File: src/rtl/instruction_encoder.sv
// ----------------------------------------------------------------------------
// instruction_encoder
//
// Packs one instruction per handshake into the 16-bit Simple RISC Machine
// format and writes the words to consecutive instruction-memory addresses,
// starting at BASE on every `start`. A session ends on a HALT write or when
// the last address has been written. Bundles with a reserved class or an
// out-of-range immediate are rejected: err pulses, err_count counts them,
// and the bundle is not written.
//
// Ports
//   clk, reset      rising-edge clock, synchronous active-high reset
//   start           begin a load session at BASE (honoured in IDLE / DONE)
//   in_valid        field bundle valid
//   in_ready        encoder can accept a bundle this cycle
//   in_class        0 MOVI, 1 MOVR, 2 ALU, 3 LDR, 4 STR, 5 HALT, 6-7 reserved
//   in_op           ALU op: ADD 00, CMP 01, AND 10, MVN 11
//   in_rn/rd/rm     register numbers
//   in_shift        shift field
//   in_imm          signed immediate (two's complement)
//   mem_addr        write address
//   mem_wdata       encoded word
//   mem_write       write request, held until mem_ack
//   mem_ack         memory accepted the word this cycle
//   done            session ended (HALT written or memory full)
//   full            session ended because the last address was written
//   err             one-cycle pulse after a rejected bundle
//   err_count       rejected bundles this session, saturating at 255
//
// All outputs come straight from flops.
// ----------------------------------------------------------------------------
module instruction_encoder #(
    parameter int          ADDR_W = 8,
    parameter int unsigned BASE   = 0
) (
    input  logic              clk,
    input  logic              reset,
    input  logic              start,
    input  logic              in_valid,
    output logic              in_ready,
    input  logic [2:0]        in_class,
    input  logic [1:0]        in_op,
    input  logic [2:0]        in_rn,
    input  logic [2:0]        in_rd,
    input  logic [2:0]        in_rm,
    input  logic [1:0]        in_shift,
    input  logic [15:0]       in_imm,
    output logic [ADDR_W-1:0] mem_addr,
    output logic [15:0]       mem_wdata,
    output logic              mem_write,
    input  logic              mem_ack,
    output logic              done,
    output logic              full,
    output logic              err,
    output logic [7:0]        err_count
);

    localparam logic [ADDR_W-1:0] BASE_ADDR = ADDR_W'(BASE);
    localparam logic [ADDR_W-1:0] LAST_ADDR = '1;  // DEPTH-1

    // Instruction classes as presented on in_class.
    localparam logic [2:0] CL_MOVI = 3'd0;
    localparam logic [2:0] CL_MOVR = 3'd1;
    localparam logic [2:0] CL_ALU  = 3'd2;
    localparam logic [2:0] CL_LDR  = 3'd3;
    localparam logic [2:0] CL_STR  = 3'd4;
    localparam logic [2:0] CL_HALT = 3'd5;

    // ALU ops whose register fields are forced to zero.
    localparam logic [1:0] OP_CMP = 2'b01;
    localparam logic [1:0] OP_MVN = 2'b11;

    // Opcode of the HALT word; no other class produces 3'b111 in [15:13].
    localparam logic [2:0]  OPC_HALT  = 3'b111;
    localparam logic [15:0] HALT_WORD = 16'hE000;

    typedef enum logic [1:0] {
        S_IDLE   = 2'd0,
        S_ACCEPT = 2'd1,
        S_WRITE  = 2'd2,
        S_DONE   = 2'd3
    } state_e;

    state_e state, state_nx;

    logic [15:0]       enc_word;
    logic              enc_legal;
    logic              imm_fits8;
    logic              imm_fits5;

    logic [ADDR_W-1:0] addr_nx;
    logic [15:0]       wdata_nx;
    logic              full_nx;
    logic              err_nx;
    logic [7:0]        err_count_nx;

    // ------------------------------------------------------------------------
    // Encoder. An immediate fits in k bits when bits [15:k-1] are all equal,
    // i.e. the upper bits are pure sign extension of bit k-1.
    // ------------------------------------------------------------------------
    assign imm_fits8 = (&in_imm[15:7]) | ~(|in_imm[15:7]);
    assign imm_fits5 = (&in_imm[15:4]) | ~(|in_imm[15:4]);

    // NOTE: every signal written in an always_comb gets a default first, so
    // no path through the case leaves it unassigned and no latch is inferred.
    always_comb begin
        enc_word  = '0;
        enc_legal = 1'b0;
        case (in_class)
            CL_MOVI: begin
                enc_word  = {3'b110, 2'b10, in_rn, in_imm[7:0]};
                enc_legal = imm_fits8;
            end
            CL_MOVR: begin
                enc_word  = {3'b110, 2'b00, 3'b000, in_rd, in_shift, in_rm};
                enc_legal = 1'b1;
            end
            CL_ALU: begin
                // CMP has no destination; MVN has no first operand.
                enc_word  = {3'b101, in_op,
                             (in_op == OP_MVN) ? 3'b000 : in_rn,
                             (in_op == OP_CMP) ? 3'b000 : in_rd,
                             in_shift, in_rm};
                enc_legal = 1'b1;
            end
            CL_LDR: begin
                enc_word  = {3'b011, 2'b00, in_rn, in_rd, in_imm[4:0]};
                enc_legal = imm_fits5;
            end
            CL_STR: begin
                enc_word  = {3'b100, 2'b00, in_rn, in_rd, in_imm[4:0]};
                enc_legal = imm_fits5;
            end
            CL_HALT: begin
                enc_word  = HALT_WORD;
                enc_legal = 1'b1;
            end
            default: begin
                enc_word  = '0;
                enc_legal = 1'b0;
            end
        endcase
    end

    // ------------------------------------------------------------------------
    // Next-state and next-output logic. in_ready, mem_write and done are pure
    // functions of the next state, so they are registered alongside it.
    // ------------------------------------------------------------------------
    always_comb begin
        state_nx     = state;
        addr_nx      = mem_addr;
        wdata_nx     = mem_wdata;
        full_nx      = full;
        err_nx       = 1'b0;
        err_count_nx = err_count;

        case (state)
            S_IDLE, S_DONE: begin
                if (start) begin
                    state_nx     = S_ACCEPT;
                    addr_nx      = BASE_ADDR;
                    full_nx      = 1'b0;
                    err_count_nx = '0;
                end
            end

            S_ACCEPT: begin
                if (in_valid) begin
                    if (enc_legal) begin
                        state_nx = S_WRITE;
                        wdata_nx = enc_word;
                    end else begin
                        err_nx = 1'b1;
                        if (err_count != 8'hFF) begin
                            err_count_nx = err_count + 8'd1;
                        end
                    end
                end
            end

            S_WRITE: begin
                if (mem_ack) begin
                    if (mem_wdata[15:13] == OPC_HALT) begin
                        state_nx = S_DONE;
                    end else if (mem_addr == LAST_ADDR) begin
                        // Stop before the address could wrap.
                        state_nx = S_DONE;
                        full_nx  = 1'b1;
                    end else begin
                        state_nx = S_ACCEPT;
                        addr_nx  = mem_addr + ADDR_W'(1);
                    end
                end
            end

            default: state_nx = S_IDLE;
        endcase
    end

    // ------------------------------------------------------------------------
    // State and output registers.
    // ------------------------------------------------------------------------
    // NOTE: sequential state uses non-blocking assignments so every flop
    // samples the pre-edge values, independent of statement order.
    always_ff @(posedge clk) begin
        if (reset) begin
            state     <= S_IDLE;
            in_ready  <= 1'b0;
            mem_write <= 1'b0;
            mem_addr  <= BASE_ADDR;
            mem_wdata <= '0;
            done      <= 1'b0;
            full      <= 1'b0;
            err       <= 1'b0;
            err_count <= '0;
        end else begin
            state     <= state_nx;
            in_ready  <= (state_nx == S_ACCEPT);
            mem_write <= (state_nx == S_WRITE);
            done      <= (state_nx == S_DONE);
            mem_addr  <= addr_nx;
            mem_wdata <= wdata_nx;
            full      <= full_nx;
            err       <= err_nx;
            err_count <= err_count_nx;
        end
    end

endmodule

File: config.mk
export PLATFORM = sky130hd
export DESIGN_NAME = instruction_encoder
export DESIGN_NICKNAME = d
export VERILOG_FILES = /design/src/rtl/instruction_encoder.sv
export SDC_FILE = /design/constraint.sdc
export NUM_CORES = 1
export LEC_CHECK = 0
export BUFFER_PORTS_ARGS = -buffer_cell sky130_fd_sc_hd__clkbuf_2
export CAP_MARGIN = 40
export CELL_PAD_IN_SITES_DETAIL_PLACEMENT = 1
export CELL_PAD_IN_SITES_GLOBAL_PLACEMENT = 2
export CORE_UTILIZATION = 29
export CTS_CLUSTER_SIZE = 24
export DETAILED_ROUTE_END_ITERATION = 10
export HOLD_SLACK_MARGIN = 0.1
export PLACE_DENSITY_LB_ADDON = 0.08
export SLEW_MARGIN = 20
export SYNTH_ARGS = -nofsm -noshare
export SYNTH_HDL_FRONTEND = slang
export SYNTH_SLANG_ARGS = --single-unit
File: constraint.sdc
create_clock -name clk -period 2.7 [get_ports clk]
set_clock_uncertainty 0.1 [all_clocks]
set_input_delay 0 -clock clk [delete_from_list [all_inputs] [get_ports clk]]
set_output_delay 0 -clock clk [all_outputs]
set_load 0.02 [all_outputs]
; ---- After elaboration in Yosys (flattened, before gate mapping)
; Cells that the tools add are included.
[word_totals]
inputBits = 37
out_inout_bits = 37
register_bits = 39
wordCells = 83
[op_classes]
reduce_logical = 16
bitwise_logic = 6
muxes = 26
n_eq_ne = 24
addsub = 2
[ops]
columns = op, n
row1 = $pmux W16 S6, 1
row2 = $mux W8, 7
row3 = $pmux W8 S2, 2
row4 = $add A8 B1 Y8 const B, 2
row5 = $ne A2 B2 Y1 const B, 8
row6 = $reduce_and A5 Y1, 3
row7 = $mux W2, 6
row8 = $reduce_and A12 Y1, 1
row9 = $reduce_or A12 Y1, 1
row10 = $eq A2 B2 Y1 const B, 5
row11 = $eq A3 B3 Y1 const B, 3
row12 = $reduce_and A9 Y1, 1
row13 = $reduce_or A9 Y1, 1
row14 = $eq A8 B8 Y1 const B, 1
row15 = $ne A8 B8 Y1 const B, 1
row16 = $eq A2 B1 Y1 const B, 3
row17 = $eq A3 B2 Y1 const B, 2
row18 = $mux W3, 2
row19 = $pmux W2 S3, 1
row20 = $reduce_or A3 Y1, 2
row21 = $mux W1, 5
row22 = $not A1 Y1, 4
row23 = $reduce_bool A2 Y1, 2
row24 = $reduce_or A2 Y1, 2
row25 = 7 further kinds, 8

; ---- Logic depth before layout (Yosys ltp)
[depth]
depth_word = 8
ltp_mapped = 9
ltp_nobuf = 7

; ---- Least setup slack after synthesis
; OpenSTA, ideal clock, no wires.
[synth_timing]
path_kind = register to register
from = register err_count[0]
to = register err_count[7]
t_arrival_ns = 2.201
setup_slack_ns = 0.329
path_stages_with_launch = 7
t_required_ns = 2.530
path_cell_list = dfxtp_1 ha_1 and3_1 a211o_1 or4b_4 or4_1 a21oi_1
[synth_via]
elab_chain_cells = 5
word_cells_on_any_way = 8
classes_between = add/sub (1) / eq/ne (2) / mux (4) / reduce/logical (1)
[synth_rtl]
columns = element, line_no
row1 = start: declaration, 55  ; output logic [7:0] err_count
row2 = start signal: assignment, 225  ; err_count <= err_count_nx;
row3 = $add A8 B1 Y8, 175  ; err_count_nx = err_count + 8'd1;
row4 = $mux W8, 174  ; if (err_count != 8'hFF) begin
row5 = $mux W8, 169  ; if (enc_legal) begin
row6 = $mux W8, 168  ; if (in_valid) begin
row7 = $pmux W8 S2, 157  ; case (state)
; Several ways; a longest one is shown, not always the timed one. The select of a mux whose other input is x is not followed.
; A chain may end at the register's enable or synchronous reset.

; ---- Final worst setup path
[layout_timing]
from = register state[0]
to = register err_count[7]
[layout_via]
elab_chain_cells = 4
word_cells_on_any_way = 11
classes_between = eq/ne (6) / mux (1) / reduce/logical (4)
[layout_rtl]
columns = element, line_no
row1 = start: declaration, 84  ; state_e state, state_nx;
row2 = start signal: assignment, 217  ; state <= state_nx;
row3 = $eq A2 B2 Y1 or $logic_not A2 Y1 (tied branches), 157
row4 = $reduce_or A2 Y1, 157
row5 = $ne A2 B2 Y1 (no source line) or $reduce_bool A2 Y1 (tied branches), -
row6 = $reduce_and A5 Y1 (no source line), -
; Several ways; a longest one is shown, not always the timed one.

==> impl_metrics.toml <==
[placed_design]
place_congestion = 0.793
post-dp-hpwl_um = 6520
portBuffers = 73

[run]
max_cap_viol_count = 0

[min_path]
hp-start = "reset"
whs_path_depth = 2
holdPathEnd = "err_count[0]"
hold_path_class = "primary input to register"

[clock_network]
cts_root_buffer = "clkbuf_8"
htree_levels = 2
numClockSinks = 39
cts_inserted_buffers = 5
post-cts-setup-buffer-count = 0
clk_latency_ns = 0.29
clockBufferDepth = 2
path_clk_slew_ns = 0.09
ctsHoldBuffers = 7
cts_tree = "yes"
cts-resized-gates = 0

[synthesis]
syn_nets = 360
synth_largest_area_cell = "dfxtp_1"
avgSynthCellArea_um2 = 7.93
synth_cell_types = 54
synth_edf_count = 0
ys_ff_latch = 39
synth_top_area_share_pct = 30.9
synth-seq-area-share_pct = 30.9
yosys_warnings = 0
yosys_most_used_dff = "dfxtp_1"
synth.top_cells.by_count = "dfxtp_1 (39), nand2_1 (24), a211oi_1 (23)"
synthCells = 319
ys_async_sr_fraction_pct = 0
synthTopCellsByArea = "dfxtp_1 (31%), a211oi_1 (6.8%), o21ai_0 (3.6%)"
netlist_area_um2 = 2530
yosysMostFrequentCell = "dfxtp_1"

[critical_path]
r2r-start = "state[0]"
cp-end-kind = "register"
rrSetupSlack_ns = 0.19
cp_max_fo = 6
crit_required_ns = 2.83
worst_setup_path_start_kind = "register"
reg2reg_depth = 7
worstSetupPathType = "register to register"
reg2reg_to = "err_count[7]"
cp.arrival_ns = 2.64

[timing]
hold_violations = 0
final.setup.tns_ns = 0
drv_slew = 0
period_share_pct = 92.9
grt_setup_unrepaired = "false"
worst-slew-pin-transition_ns = 0.656
slew_headroom_pct = 55.1
period_minus_slack_ns = 2.51
max_freq_mhz = 399
setup_viol = 0

[floorplan]
die_h_um = 95.4
design.die.area_um2 = 9100
boundaryPins = 74
start_util_pct = 30.3
die_w_um = 95.4
num_rows = 33
coreArea_um2 = 8340

[finish]
antennaDiodeCount = 0
areaGrowthSynthToFinish_pct = 27.3
final_core_util_pct = 38.6
multiInputGateArea_um2 = 1600
finalNetCount = 439
fillers = 1043
layout-drive-gt1-share_pct = 25.8
regArea_um2 = 781

[outcome]
status = "finished clean"

[drt]
first_pass_iters = 5
finalWirelength_um = 8510
drt_iter0_drc = 98
ant_nets = 0
routed_via_density = 5.58
routed-via-count = 2814
wl_per_cell_um = 16.9
drc_errors = 0

[power_and_ir_drop]
power_density_nw_per_um2 = 627
max-vdd-ir-drop_mv = 0.246
power_mw = 2.02
leakagePower_nw = 1.25

[grt]
grt_usage_pct = 19.2
overflow = 0
grt_pass1_vias = 2749
grt_pass1_wl_um = 13800
antenna_found_initial = 0
grt_max_degree = 23
registers in the layout, summed over array words and instances, names as in the netlist:
name       count
mem_wdata     16
full           1
err            1
done           1
err_count      8
mem_write      1
state          2
mem_addr       8
in_ready       1
routing by layer:
layer	up-vias	share of wire, %	track usage [%]
li1	1393	-	-
met5	-	0	0
met2	59	48	32.7
met4	0	0.83	4.48
met3	6	3.6	3.27
met1	1356	48	25.3
layout make-up:
class / count / share of cell area [%]
Multi-Input combinational cell: 243 / 49.6
Sequential cell: 39 / 24.2
Timing Repair Buffer: 93 / 16.5
Tap cell: 105 / 4.08
Clock buffer: 6 / 2.56
Inverter: 16 / 1.86
Clock inverter: 2 / 1.09
placed cells by master (no fill, tap or decap), types with 10 or more instances in the layout:
cell type / netlist / layout
nor2_1: 22 / 22
dfxtp_1: 39 / 39
a21oi_1: 14 / 14
clkbuf_2: 0 / 73
nor3_1: 10 / 10
o21ai_0: 18 / 18
buf_4: 1 / 13
nand2_1: 24 / 24
a32oi_1: 10 / 10
a211oi_1: 23 / 23
nand3_1: 12 / 12
inv_1: 16 / 16
power breakdown:
part	internal (mW)	switching, mW	leakage [nW]
Sequential	0.632	0.0387	0.316
Combinational	0.301	0.522	0.871
Clock	0.300	0.228	0.0612
stage by stage:
step                area [µm²]  setup slack [ns]  hold slack, ns  cells
floorplan                 2530             0.329          0.0705    319
global placement          3030             0.282           0.202    489
detailed placement        3030             0.217           0.194    489
CTS                       3220             0.202           0.134    504
global route              3220            0.0483           0.163    504
finish                    3220             0.191           0.127    504
critical path, stage by stage (launching register included):
cell and delay [ns]:
dfxtp_1 0.42, inv_1 0.06, ha_1 0.33, mux2i_1 0.17, a211o_1 0.27, or4b_4 0.53
or4_1 0.41, a21oi_1 0.15
worst max path at each step:
stage                       startpoint            to  slack, ns  cells past startpoint
after floorplan           err_count[0]  err_count[7]       0.33                      6
after global placement        state[0]  err_count[7]       0.28                      7
after detailed placement      state[0]  err_count[7]       0.22                      7
after CTS                     state[0]  err_count[5]       0.20                      7
after global routing          state[0]  err_count[7]       0.05                      7
final                         state[0]  err_count[7]       0.19                      7
logic make-up (layout without fill, tap and decap cells):
logic type,count (synthesis),in the layout,share of synthesized area [%]
mux,7,7,2.77
simple gates,117,117,25.3
compound gates,109,109,31.1
buf+inv,37,117,5.93
flops,39,39,30.9
xor+xnor,6,6,2.08
fa+ha+maj,4,4,1.98
(Power assumes the default switching activity.)
